[src/rtl/altro_bus_slave.sv]
// rtl/altro_bus_slave.sv - ALTRO 40-bit bus TRU slave (CHRDO, register file); optional watchdog via ALTRO_BUS_SLAVE_TIMEOUT_EN
module altro_bus_slave #(
    parameter logic [3:0]  FEC_ADDR = 4'h0,
    parameter logic        BRANCH   = 1'b0,
    parameter logic [4:0]  CMD_RDO  = 5'h1A,
    parameter logic [4:0]  REG_BASE = 5'h10,
    parameter int          NREG     = 4,
    parameter logic [6:0]  LAST_CH  = 7'h7F,
    parameter logic [27:0] TRAILER  = 28'hAAA872A,
    parameter int          TMO_W    = 16
) (
    input  logic                rclk,
    input  logic                reset,
    input  logic                cstb,
    input  logic                write,
    input  logic [39:0]         bd,
    input  logic                trsf,
    output logic                ackn,
    output logic                ctrl_out,
    output logic                oeab,
    output logic                oeba,
    output logic [39:0]         bd_out,
    output logic                bd_oe,
    output logic                in_out,
    output logic                data_out_sign,
    output logic [6:0]          point_address,
    output logic [39:0]         last_40bit,
    output logic                readout_end,
    output logic [20*NREG-1:0]  cfg,
    output logic                err_tmo
);

    typedef enum logic [2:0] {
        S_IDLE,
        S_START,
        S_DECODE,
        S_ACK,
        S_RELEASE,
        S_TURN,
        S_DATA,
        S_STOP
    } state_t;

    state_t      state;
    logic [38:0] bd_q;
    logic        write_q;
    logic        trsf_q;
    logic        rdo_q;
    logic        branch_q;
    logic [19:0] regs [NREG];
    logic [19:0] rd_data;

    logic        hit;
    logic        bcast;
    logic        is_rdo;
    logic        is_reg;
    logic [5:0]  reg_off;
    logic [2:0]  reg_idx;
    logic        trsf_rise;
    logic        tmo_hit;

    // Address match: broadcast overrides the branch bit, bit 37 must be clear
    assign bcast     = bd_q[38];
    assign hit       = (bd_q[35:32] == FEC_ADDR) && !bd_q[37] && (bcast || (bd_q[36] == BRANCH));
    assign is_rdo    = (bd_q[24:20] == CMD_RDO);
    assign reg_off   = {1'b0, bd_q[24:20]} - {1'b0, REG_BASE};
    assign is_reg    = (bd_q[24:20] >= REG_BASE) && (reg_off < 6'(NREG));
    assign reg_idx   = reg_off[2:0];
    assign trsf_rise = !trsf_q && trsf;

    assign oeba          = ~oeab;
    assign data_out_sign = in_out;
    assign last_40bit    = {TRAILER, branch_q, 4'h0, point_address};

    // Flatten the register file onto cfg, reg0 in the LSBs
    for (genvar g = 0; g < NREG; g++) begin : g_cfg
        assign cfg[20*g +: 20] = regs[g];
    end

    // Register read mux
    always_comb begin
        rd_data = '0;
        for (int i = 0; i < NREG; i++) begin
            if (reg_idx == 3'(i)) begin
                rd_data = regs[i];
            end
        end
    end

`ifdef ALTRO_BUS_SLAVE_TIMEOUT_EN
    localparam logic [TMO_W-1:0] TMO_LAST = ~TMO_W'(1);
    logic [TMO_W-1:0] tmo_cnt;

    // Handshake watchdog: held at zero outside ACK/DATA, counts every cycle while waiting there
    always_ff @(posedge rclk) begin
        if (reset || (state != S_ACK && state != S_DATA)) begin
            tmo_cnt <= '0;
        end else begin
            tmo_cnt <= tmo_cnt + 1'b1;
        end
    end

    // Fires on the cycle the counter is about to reach all-ones
    assign tmo_hit = (tmo_cnt == TMO_LAST);
`else
    logic unused_tmo_w;

    // Without the watchdog ACK and DATA wait indefinitely; the width parameter has no effect
    assign tmo_hit      = 1'b0;
    assign err_tmo      = 1'b0;
    assign unused_tmo_w = (TMO_W != 0);
`endif

    // Transaction sequencer with registered bus-side outputs
    always_ff @(posedge rclk) begin
        if (reset) begin
            state         <= S_IDLE;
            bd_q          <= '0;
            write_q       <= 1'b0;
            trsf_q        <= 1'b0;
            rdo_q         <= 1'b0;
            branch_q      <= 1'b0;
            point_address <= '0;
            ackn          <= 1'b1;
            ctrl_out      <= 1'b1;
            oeab          <= 1'b1;
            bd_out        <= '0;
            bd_oe         <= 1'b0;
            in_out        <= 1'b0;
            readout_end   <= 1'b0;
`ifdef ALTRO_BUS_SLAVE_TIMEOUT_EN
            err_tmo       <= 1'b0;
`endif
            for (int i = 0; i < NREG; i++) begin
                regs[i] <= '0;
            end
        end else begin
            trsf_q      <= trsf;
            readout_end <= 1'b0;
`ifdef ALTRO_BUS_SLAVE_TIMEOUT_EN
            err_tmo     <= 1'b0;
`endif
            case (state)
                S_IDLE: begin
                    if (!cstb) begin
                        state <= S_START;
                    end
                end

                S_START: begin
                    bd_q    <= bd[38:0];
                    write_q <= write;
                    state   <= S_DECODE;
                end

                S_DECODE: begin
                    state <= S_IDLE;
                    rdo_q <= 1'b0;
                    if (hit) begin
                        if (is_rdo) begin
                            if (!write_q && !bcast) begin
                                point_address <= bd_q[31:25];
                                branch_q      <= bd_q[36];
                                rdo_q         <= 1'b1;
                                state         <= S_ACK;
                                ackn          <= 1'b0;
                                ctrl_out      <= 1'b0;
                            end
                        end else if (is_reg) begin
                            if (!write_q) begin
                                for (int i = 0; i < NREG; i++) begin
                                    if (reg_idx == 3'(i)) begin
                                        regs[i] <= bd_q[19:0];
                                    end
                                end
                                if (!bcast) begin
                                    state    <= S_ACK;
                                    ackn     <= 1'b0;
                                    ctrl_out <= 1'b0;
                                end
                            end else if (!bcast) begin
                                bd_out   <= {20'h0, rd_data};
                                bd_oe    <= 1'b1;
                                state    <= S_ACK;
                                ackn     <= 1'b0;
                                ctrl_out <= 1'b0;
                            end
                        end
                    end
                end

                S_ACK: begin
                    if (cstb) begin
                        state    <= S_RELEASE;
                        ackn     <= 1'b1;
                        bd_oe    <= 1'b0;
                        ctrl_out <= 1'b1;
                    end else if (tmo_hit) begin
                        state    <= S_IDLE;
                        ackn     <= 1'b1;
                        bd_oe    <= 1'b0;
                        ctrl_out <= 1'b1;
`ifdef ALTRO_BUS_SLAVE_TIMEOUT_EN
                        err_tmo  <= 1'b1;
`endif
                    end
                end

                S_RELEASE: begin
                    state <= rdo_q ? S_TURN : S_IDLE;
                end

                S_TURN: begin
                    state    <= S_DATA;
                    oeab     <= 1'b0;
                    in_out   <= 1'b1;
                    ctrl_out <= 1'b0;
                end

                S_DATA: begin
                    if (trsf_rise) begin
                        state       <= S_STOP;
                        oeab        <= 1'b1;
                        in_out      <= 1'b0;
                        ctrl_out    <= 1'b1;
                        readout_end <= (point_address == LAST_CH);
                    end else if (tmo_hit) begin
                        state    <= S_IDLE;
                        oeab     <= 1'b1;
                        in_out   <= 1'b0;
                        ctrl_out <= 1'b1;
`ifdef ALTRO_BUS_SLAVE_TIMEOUT_EN
                        err_tmo  <= 1'b1;
`endif
                    end
                end

                S_STOP: begin
                    state <= S_IDLE;
                end

                default: begin
                    state <= S_IDLE;
                end
            endcase
        end
    end

endmodule

[config.mk]
export PLATFORM = sky130hd
export DESIGN_NAME = altro_bus_slave
export DESIGN_NICKNAME = d
export VERILOG_FILES = /design/src/rtl/altro_bus_slave.sv
export SDC_FILE = /design/constraint.sdc
export NUM_CORES = 1
export LEC_CHECK = 0
export ABC_AREA = 1
export BUFFER_PORTS_ARGS = -buffer_cell sky130_fd_sc_hd__buf_2
export CORE_UTILIZATION = 50
export CTS_CLUSTER_SIZE = 30
export DETAILED_ROUTE_END_ITERATION = 7
export GPL_TIMING_DRIVEN = 1
export PLACE_DENSITY = 0.78
export SLEW_MARGIN = 0
export SYNTH_ARGS = -nofsm -noshare
export SYNTH_HDL_FRONTEND = slang
export SYNTH_SLANG_ARGS = --single-unit
[constraint.sdc]
create_clock -name rclk -period 3.82 [get_ports rclk]
set_input_delay 0.764 -clock rclk [delete_from_list [all_inputs] [get_ports rclk]]
set_output_delay 0.764 -clock rclk [all_outputs]
set_load 0.02 [all_outputs]
==> results_dict.tcl <==
set metrics [dict create \
    end_kind "flip-flop" \
    drv_cap 0 \
    cts_tree "yes" \
    vias 5616 \
    rsz0062_at_grt "false" \
    seq_area_sq_um 3980 \
    yosys-top-cells-area "edfxtp_1 (34%), dfxtp_1 (22%), buf_4 (6.6%)" \
    synth_top_area_frac 0.340 \
    drive_gt1_frac 0.252 \
    cts_root_buffer "clkbuf_16" \
    coreArea_sq_um 13800 \
    antenna_found_initial 1 \
    die_y_microns 121 \
    grt_max_degree 62 \
    cts_buffer_depth 2 \
    cts-resized-gates 0 \
    synth_top_area_cell "edfxtp_1" \
    multi_input_area_sq_um 2240 \
    drc 0 \
    slew_headroom 0.355 \
    htree_levels 4 \
    yosysMostFrequentCell "nor2_1" \
    dpl.hpwl_mm 11.4 \
    finClkSkew_ps 8.72 \
    grt_use_total 0.244 \
    via_per_inst 5.06 \
    yosysUniqueCellTypes 29 \
    dp_cells 1076 \
    power.leakage_nw 3.60 \
    initial_utilization 0.510 \
    arrival_ps 2910 \
    period_minus_slack_ps 2750 \
    tightest_slew_ps 966 \
    cellPowerDensity_nw_per_um2 486 \
    crit_path_max_fanout 23 \
    grt_pass1_wl_mm 26.3 \
    stdcell_count 1109 \
    yosys_warnings 0 \
    num_io_pins 221 \
    finalNetCount 960 \
    synthTopCellsByCount "nor2_1 (108), a21oi_1 (84), inv_1 (83), edfxtp_1 (80), dfxtp_1 (79)" \
    finalSetupViolCount 0 \
    period_share 0.721 \
    hold_violations 0 \
    avgSynthCellArea_sq_um 9.07 \
    clock.fmax_ghz 0.363 \
    grt_pass1_vias 4934 \
    port_buffers 166 \
    rows 43 \
    async_flop_share 0 \
    setup_tns_ps 0 \
    r2r_slack_ps 1070 \
    clk_pin_slew_ps 70 \
    cts_inserted_buffers 17 \
    post_cts_buffers 0 \
    postCtsHoldBufs 0 \
    seq_area_frac_synth 0.565 \
    wl_per_cell_microns 15.5 \
    gp_congestion 0.798 \
    antenna_left 0 \
    maxSlewViolCount 0 \
    drtIter0Drc 450 \
    synth_seq_cells 159 \
    status "complete, no violations" \
    grt-ovfl-total 0 \
    ys.flop_type "edfxtp_1" \
    syn_inst 778 \
    wl_mm 17.2 \
    synth_edf_count 80 \
    dieArea_sq_um 14600 \
    drt-pass1-iter-count 5 \
    area_growth_pct 16.5 \
    ir_drop_v 0.000337 \
    worstPathRequired_ps 3980 \
    syn_area_sq_um 7060 \
    fp.dieW_microns 121 \
    filler_cell_count 1241 \
    critical_path_class "flip-flop to flip-flop" \
    worstHoldPathType "flip-flop to flip-flop" \
    clock_sinks 159 \
    critPathLaunchType "flip-flop" \
    clkLatencyLatePin_ps 440 \
]
-- critical path, cell delays in order, from the launching register on --
cell and delay, ps:
dfxtp_1 530, nor2_4 640, nand3_2 230, nand2_1 210, nor3_2 70, nand2_1 690
nor2_1 100
-- report_power, final --
group	total, W	internal, W	switching, W
clock	0.00162	0.000865	0.000759
combinational	0.000460	0.000113	0.000347
sequential	0.00192	0.00187	0.0000482
total	0.00400	0.00285	0.00115
-- final timing paths --
path         cells after the start          to      from
max                              6  regs[3][6]  bd_q[20]
min                              2    bd_q[32]  bd_q[32]
max reg2reg                      6  regs[3][6]  bd_q[20]
min reg2reg                      2    bd_q[32]  bd_q[32]
-- sequential cells by signal, summed over array words and instances (netlist names) --
register	flops
write_q	1
state	3
rdo_q	1
ctrl_out	1
ackn	1
readout_end	1
trsf_q	1
bd_oe	1
data_out_sign	1
branch_q	1
oeab	1
bd_q	39
bd_out	20
point_address	7
regs	80
-- stage by stage --
stage,util,power (W),area (sq um),setup slack (ps),hold slack (ps)
global placement,0.554,0.00240,7660,1180,432
floorplan,-,0.00231,7250,1150,420
detailed placement,0.554,0.00241,7660,1120,437
finish,0.595,0.00400,8220,1070,448
global route,0.595,0.00414,8220,871,469
CTS,0.595,0.00401,8220,1110,447
-- layer usage --
metal / up-vias / share of wire / track usage
li1: 2739 / - / -
met1: 2613 / 0.41 / 0.307
met2: 228 / 0.49 / 0.402
met3: 36 / 0.069 / 0.0491
met4: 0 / 0.031 / 0.115
met5: - / 0 / 0
-- cells in the final DEF, fill, tap and decap left out, drive strengths merged --
cell type and count:
clkinv 4, dfxtp 79, edfxtp 80, o21ai 62
conb 53, nor2 110, nor3 18, nand3b 1
inv 100, nand2 76, buf 171, clkbuf 17
or2 3, and3 1, diode 1, nand3 36
nand4 23, a21oi 94
-- area by class of cell --
cell class | count | area share
Tap cell | 180 | 0.0274
Timing Repair Buffer | 171 | 0.106
Multi-Input combinational cell | 477 | 0.273
Sequential cell | 159 | 0.484
Inverter | 89 | 0.0408
Clock inverter | 15 | 0.0169
Clock buffer | 17 | 0.0517
Antenna cell | 1 | 0.000304
-- cells by family after synthesis --
logic type,synth area share
buffers and inverters,0.146
and+or+nand+nor,0.173
DFF,0.565
other,0.00106
AOI/OAI and AO/OA,0.116
No activity file was read; power rests on OpenSTA's default activity.
